`src/rtl/traffic_lamp_sequencer.sv`:
```
// Lamp sequencer behind the two-way traffic controller: timed yellow, all-red clearance, minimum green.
// Optional flashing-yellow fault mode is compiled in with `define TRAFFIC_FLASH_EN.
module traffic_lamp_sequencer #(
  parameter int unsigned MIN_GRN_CYCLES = 4,
  parameter int unsigned YEL_CYCLES     = 3,
  parameter int unsigned ALLRED_CYCLES  = 2,
  parameter int unsigned CNT_W          = 4
`ifdef TRAFFIC_FLASH_EN
  ,
  parameter int unsigned FLASH_HALF     = 2
`endif
) (
  input  logic       clk,
  input  logic       reset,
  input  logic       ew_go,
  input  logic       ns_go,
`ifdef TRAFFIC_FLASH_EN
  input  logic       flash,
`endif
  output logic       ew_red,
  output logic       ew_yel,
  output logic       ew_grn,
  output logic       ns_red,
  output logic       ns_yel,
  output logic       ns_grn,
  output logic [2:0] phase
);

  localparam logic [2:0] ALL_RED = 3'd0;
  localparam logic [2:0] EW_GRN  = 3'd1;
  localparam logic [2:0] EW_YEL  = 3'd2;
  localparam logic [2:0] NS_GRN  = 3'd3;
  localparam logic [2:0] NS_YEL  = 3'd4;
  localparam logic [2:0] FLASH   = 3'd5;

  localparam logic [CNT_W-1:0] AR_LAST = CNT_W'(ALLRED_CYCLES - 1);
  localparam logic [CNT_W-1:0] GR_LAST = CNT_W'(MIN_GRN_CYCLES - 1);
  localparam logic [CNT_W-1:0] YL_LAST = CNT_W'(YEL_CYCLES - 1);
`ifdef TRAFFIC_FLASH_EN
  localparam logic [CNT_W-1:0] FH_LAST = CNT_W'(FLASH_HALF - 1);
`endif

  logic [2:0]       state, state_nx;
  logic [CNT_W-1:0] timer, timer_nx;
  logic             last_ns, last_ns_nx;
  logic             blink, blink_nx;

  always_comb begin
    state_nx   = state;
    timer_nx   = timer + CNT_W'(1);
    last_ns_nx = last_ns;
    blink_nx   = blink;
    case (state)
      ALL_RED: begin
        if (timer == AR_LAST) begin
          timer_nx = timer;
          // Both requesting: serve the direction that did not have the last green.
          if (ew_go && (!ns_go || last_ns)) state_nx = EW_GRN;
          else if (ns_go)                   state_nx = NS_GRN;
        end
      end
      EW_GRN: begin
        if (timer >= GR_LAST) begin
          timer_nx = timer;
          if (!ew_go) state_nx = EW_YEL;
        end
      end
      NS_GRN: begin
        if (timer >= GR_LAST) begin
          timer_nx = timer;
          if (!ns_go) state_nx = NS_YEL;
        end
      end
      EW_YEL: if (timer == YL_LAST) state_nx = ALL_RED;
      NS_YEL: if (timer == YL_LAST) state_nx = ALL_RED;
`ifdef TRAFFIC_FLASH_EN
      FLASH: begin
        if (!flash) begin
          state_nx = ALL_RED;
        end else if (timer == FH_LAST) begin
          timer_nx = '0;
          blink_nx = !blink;
        end
      end
`endif
      default: state_nx = ALL_RED;
    endcase
`ifdef TRAFFIC_FLASH_EN
    if (flash && state != FLASH) begin
      state_nx = FLASH;
      blink_nx = 1'b1;
    end
`endif
    if (state_nx != state) timer_nx = '0;
    if (state_nx == EW_GRN && state != EW_GRN) last_ns_nx = 1'b0;
    if (state_nx == NS_GRN && state != NS_GRN) last_ns_nx = 1'b1;
  end

  always_ff @(posedge clk) begin
    if (reset) begin
      state   <= ALL_RED;
      timer   <= '0;
      last_ns <= 1'b1;
      blink   <= 1'b0;
    end else begin
      state   <= state_nx;
      timer   <= timer_nx;
      last_ns <= last_ns_nx;
      blink   <= blink_nx;
    end
  end

  // Lamps depend on registered state only; illegal codes show all red.
  always_comb begin
    ew_red = 1'b1; ew_yel = 1'b0; ew_grn = 1'b0;
    ns_red = 1'b1; ns_yel = 1'b0; ns_grn = 1'b0;
    case (state)
      EW_GRN: begin ew_red = 1'b0; ew_grn = 1'b1; end
      EW_YEL: begin ew_red = 1'b0; ew_yel = 1'b1; end
      NS_GRN: begin ns_red = 1'b0; ns_grn = 1'b1; end
      NS_YEL: begin ns_red = 1'b0; ns_yel = 1'b1; end
`ifdef TRAFFIC_FLASH_EN
      FLASH: begin
        ew_red = 1'b0; ns_red = 1'b0;
        ew_yel = blink; ns_yel = blink;
      end
`endif
      default: ;
    endcase
  end

  assign phase = state;

endmodule

```
`config.mk`:
```
export PLATFORM = sky130hd
export DESIGN_NAME = traffic_lamp_sequencer
export DESIGN_NICKNAME = d
export VERILOG_FILES = /design/src/rtl/traffic_lamp_sequencer.sv
export SDC_FILE = /design/constraint.sdc
export NUM_CORES = 1
export LEC_CHECK = 0
export ABC_AREA = 1
export BUFFER_PORTS_ARGS = -buffer_cell sky130_fd_sc_hd__buf_2
export CAP_MARGIN = 20
export CORE_MARGIN = 1.5
export CORE_UTILIZATION = 40
export CTS_BUF_LIST = sky130_fd_sc_hd__clkbuf_2 sky130_fd_sc_hd__clkbuf_4 sky130_fd_sc_hd__clkbuf_8
export CTS_CLUSTER_SIZE = 14
export DETAILED_ROUTE_END_ITERATION = 10
export SLEW_MARGIN = 20
export SYNTH_ARGS = -nofsm -noshare
export SYNTH_HDL_FRONTEND = slang
export SYNTH_SLANG_ARGS = --single-unit
```
`constraint.sdc`:
```
create_clock -name clk -period 1.4 [get_ports clk]
set_input_delay 0.14 -clock clk [delete_from_list [all_inputs] [get_ports clk]]
set_output_delay 0.14 -clock clk [all_outputs]
set_load 0.1 [all_outputs]
```
---- Yosys cells after proc, flatten, opt, wreduce, memory -nomap -nowiden ----
Index checks and enable logic that the tools add are counted.
operators by class
  eq/ne operators ......................... 13
  reductions and logical operators ........ 13
  $lt $le $gt $ge ......................... 1
  mux-type cells .......................... 18
  $add $sub $neg .......................... 1
operator list
  cell                                                                     number
  3-bit 2-to-1 mux                                                         8
  3-bit one-hot mux with 4 select lines                                    1
  2-bit OR reduction                                                       6
  3-bit by 2-bit equality test with 1-bit output, second input constant    3
  4-bit 2-to-1 mux                                                         2
  4-bit one-hot mux with 2 select lines                                    1
  3-bit by 1-bit equality test with 1-bit output, second input constant    2
  1-bit 2-to-1 mux                                                         6
  4-bit by 1-bit adder with 4-bit output, second input constant            1
  4-bit by 1-bit equality test with 1-bit output, second input constant    1
  4-bit by 2-bit equality test with 1-bit output, second input constant    1
  4-bit by 2-bit >= comparator with 1-bit output, second input constant    1
  2-bit inequality test, second input constant                             2
  3-bit equality test, second input constant                               1
  1-bit logical AND                                                        3
  3-bit zero test                                                          1
  3-bit by 1-bit inequality test with 1-bit output, second input constant  1
  3-bit by 2-bit inequality test with 1-bit output, second input constant  1
  3-bit inequality test                                                    1
  2-bit AND reduction                                                      1
  1-bit zero test                                                          1
  1-bit logical OR                                                         1
word-level totals
  input bits .............................. 4
  flip-flop bits (word level) ............. 8

---- Logic depth before layout (Yosys ltp) ----
  word-level depth ........................ 9
  depth in mapped cells ................... 11
  mapped depth without buffers ............ 11

---- Worst setup path before layout ----
Ideal clock, no wire load.
  path type ............................... register -> output
  start ................................... reg state[1] (netlist: phase[1])
  end ..................................... out ns_red
  path buffers ............................ 0
  data arrival time ....................... 3.230 ns
  path slack .............................. -1.970 ns
  cell stages (with the launch flop) ...... 7
  cells stage by stage .................... dfxtp_1 inv_2 nand2_4 inv_1 nand2_1 inv_1 nor2_1
between the ends
  cells in the longest elaborated chain, start to end .. 3
  elaborated cells between the ends (all ways) .. 4
  those cells by class .................... eq/ne: 2; mux: 1; reduce/logical: 1
ends and longest elaborated chain
  element                                                                                line  source
  start, declared                                                                        43    logic [2:0] state, state_nx;
  start signal, assigned                                                                 106   state <= state_nx;
  3-bit by 2-bit equality test with 1-bit output or 3-bit equality test (tied branches)  117   case (state)
  2-bit OR reduction (no source line) *                                                  n/a
  1-bit 2-to-1 mux *                                                                     117
  end, declared                                                                          23    output logic ns_red,
Every way passes the cells marked *; elsewhere a longest branch is shown, timed or not.

---- Worst setup path in the final report ----
  start ................................... reg state[1] (netlist: phase[1])
  end ..................................... out ew_red
between the ends
  cells in the longest elaborated chain, start to end .. 3
  elaborated cells between the ends (all ways) .. 4
  those cells by class .................... eq/ne: 2; mux: 1; reduce/logical: 1
ends and longest elaborated chain
  element                                                                                                           line  source
  3-bit by 1-bit equality test with 1-bit output or 3-bit by 2-bit equality test with 1-bit output (tied branches)  117
  2-bit OR reduction (no source line) *                                                                             n/a
  1-bit 2-to-1 mux *                                                                                                117
  end, declared                                                                                                     20    output logic ew_red,
Marks and branches as above.

==> flow_metrics.py <==
metrics = {
    "outcome": {
        "status": "finished with violations",
        "violations": "setup timing",
    },
    "placement": {
        "place_ws_ps": -100,
        "hpwl_mm": 1.15,
        "portBuffers": 12,
        "place_area_um2": 911,
        "gp_routability_congestion": 0.873,
    },
    "worst_setup_path": {
        "startpoint_type": "flip-flop",
        "reg2reg_slack_ps": -30,
        "worstSetupPathType": "reg2out",
        "path_max_fanout": 5,
        "critPathCaptureType": "primary output",
        "crit_chain": "buf_6 -> nor3_4 -> or2_4 -> inv_2 -> buf_12",
        "cp.arrival_ps": 1310,
        "cp.required_ps": 1260,
        "slowest_delay_ps": 370,
        "slowest_stage": "dfxtp_4",
    },
    "global_route": {
        "grt_pass1_wl_mm": 2.95,
        "first_global_vias": 699,
        "antenna_found_initial": 0,
        "grt_max_degree": 7,
        "grt_usage": 0.213,
        "overflow": 0,
    },
    "synthesis": {
        "synth.net_count": 103,
        "ys_warn_count": 0,
        "syn_area_um2": 671,
        "ys_ff_latch": 8,
        "syn_inst": 96,
        "avgSynthCellArea_um2": 6.99,
        "synth.top_cell.area_share": 0.239,
        "netlist_top_cells_area": "dfxtp_1, nand2_1, inv_1",
        "yosys.area.top_type": "dfxtp_1",
        "synth_seq_area_share": 0.239,
        "yosysUniqueCellTypes": 23,
    },
    "detailed_routing": {
        "final_antenna_net_count": 0,
        "routedWlPerCell_um": 14.2,
        "drc": 0,
        "vias": 782,
        "drt-total-wl_mm": 2.15,
        "via_per_inst": 5.18,
        "drt-initial-drc-count": 16,
        "drt_pass1_iterations": 4,
    },
    "cts": {
        "cts.sinks": 8,
        "clock_latency_ps": 270,
        "htree_num_levels": 1,
        "cts.path.max_buffers": 2,
        "cts_root_buf": "clkbuf_4",
        "cts_tree": "yes",
        "cts_hold_buf": 0,
        "clk_pin_slew_ps": 70,
        "cts_buffers": 3,
    },
    "pwr": {
        "cellLeakagePower_uw": 0.000572,
        "peakVddDrop_v": 0.00131,
        "power_density_nw_per_um2": 2240,
        "power_uw": 2730,
    },
    "timing": {
        "finalSetupViolations": 9,
        "post-route-period-util": 1.03,
        "max_slew_margin": 0.679,
        "rsz0062_at_grt": "yes",
        "finClkSkew_ps": 1.17,
        "worst_pin_slew_ps": 485,
        "hold_viol_final": 0,
        "fin_ws_ps": -47.8,
        "finalCriticalPeriod_ps": 1450,
        "max_freq_ghz": 0.691,
        "slew_violations": 0,
    },
    "layout": {
        "diodes": 0,
        "final_cell_mix": "buf_4, nand2_1, inv_1",
        "final_net_count": 143,
        "design_area_um2": 1220,
        "drive_gt1_frac": 0.674,
        "mostFrequentLayoutCell": "buf_4",
        "syn_to_final_growth_pct": 82.1,
    },
    "die": {
        "rows": 14,
        "die_h_um": 43.9,
        "start_util": 0.435,
        "die_w_um": 43.9,
        "coreArea_um2": 1540,
        "die_area_um2": 1930,
        "ioPinCount": 13,
    },
    "worst_hold_path": {
        "holdCritPathClass": "in2reg",
    },
    "flow_run": {
        "cap_violations": 0,
    },
}
-- layout make-up --
type | instances | area [µm²]
sequential | 8 | 179
fill | 107 | 320
multi-input combinational | 68 | 559
inverter | 19 | 87.6
tap | 16 | 20.0
clock buffer | 4 | 30.0
timing repair buffer | 36 | 345
-- layer usage --
metal / up-vias / global-route usage / part of all wire / wire length, µm
met5: - / 0 / 0 / 0
met4: 0 / 0.127 / 0.030 / 64
met3: 7 / 0.0375 / 0.033 / 70
met2: 21 / 0.359 / 0.50 / 1080
met1: 384 / 0.249 / 0.43 / 929
li1: 370 / - / - / -
-- critical path: cells and delay by family (launching register included) --
kind                   cells  cell delay [ps]
DFF                        1              370
and+or+nand+nor            2              350
buffers and inverters      3              300
-- logic make-up (layout without fill, tap and decap cells) --
family / after synthesis / after routing / synth area share
xor gates and xnor gates: 3 / 3 / 0.0392
buffers and inverters: 20 / 59 / 0.123
DFF: 8 / 8 / 0.239
and+or+nand+nor: 55 / 55 / 0.478
AOI/OAI and AO/OA: 7 / 7 / 0.0653
adders and majority gates: 3 / 3 / 0.0560
-- Yosys cell counts --
library cell	count
nor3_2	1
a21oi_1	2
buf_6	1
xor2_1	3
o21bai_1	1
a31oi_1	2
nor2_2	5
ha_1	3
nand3_1	5
nand2_4	3
a221oi_1	1
inv_1	17
nand3_4	1
nor3_4	1
nand2_2	4
or2_2	1
o21ai_0	1
inv_2	2
nand2_1	22
dfxtp_1	8
nor2_4	2
nand3_2	2
nor2_1	8
-- stage by stage --
step                      instances  TNS [ps]   util  hold slack (ps)
after CTS                       144     -89.0  0.689             90.6
after detailed placement        129      -408  0.591              377
final                           151      -248  0.792              120
after global placement          129      -197  0.591              377
after global routing            151      -870  0.792              114
after floorplan                  96     -6730      -              200
-- worst paths after layout --
check             cells past startpoint     start  endpoint
setup reg to reg                      9  timer[0]  timer[1]
hold reg to reg                       2   last_ns   last_ns
setup / recovery                      5  phase[1]    ew_red
hold / removal                        2     reset  phase[2]
-- power by group --
group	internal (µW)	total (µW)	switching [µW]	leakage [µW]
Sequential	313	416	103	0.0000688
Clock	130	233	103	0.0000184
Combinational	820	2080	1260	0.000485
Total	1260	2730	1470	0.000572
-- registers in the layout, summed over array words and instances (netlist names) --
register / flops
timer: 4
phase: 3
last_ns: 1
-- what timing repair did --
item,in CTS,in global routing
buffers inserted,11,7
pin swaps,9,10
endpoints found under the setup margin,9,12
cloned,0,0
gates resized for setup,17,27
(Power assumes the default switching activity.)
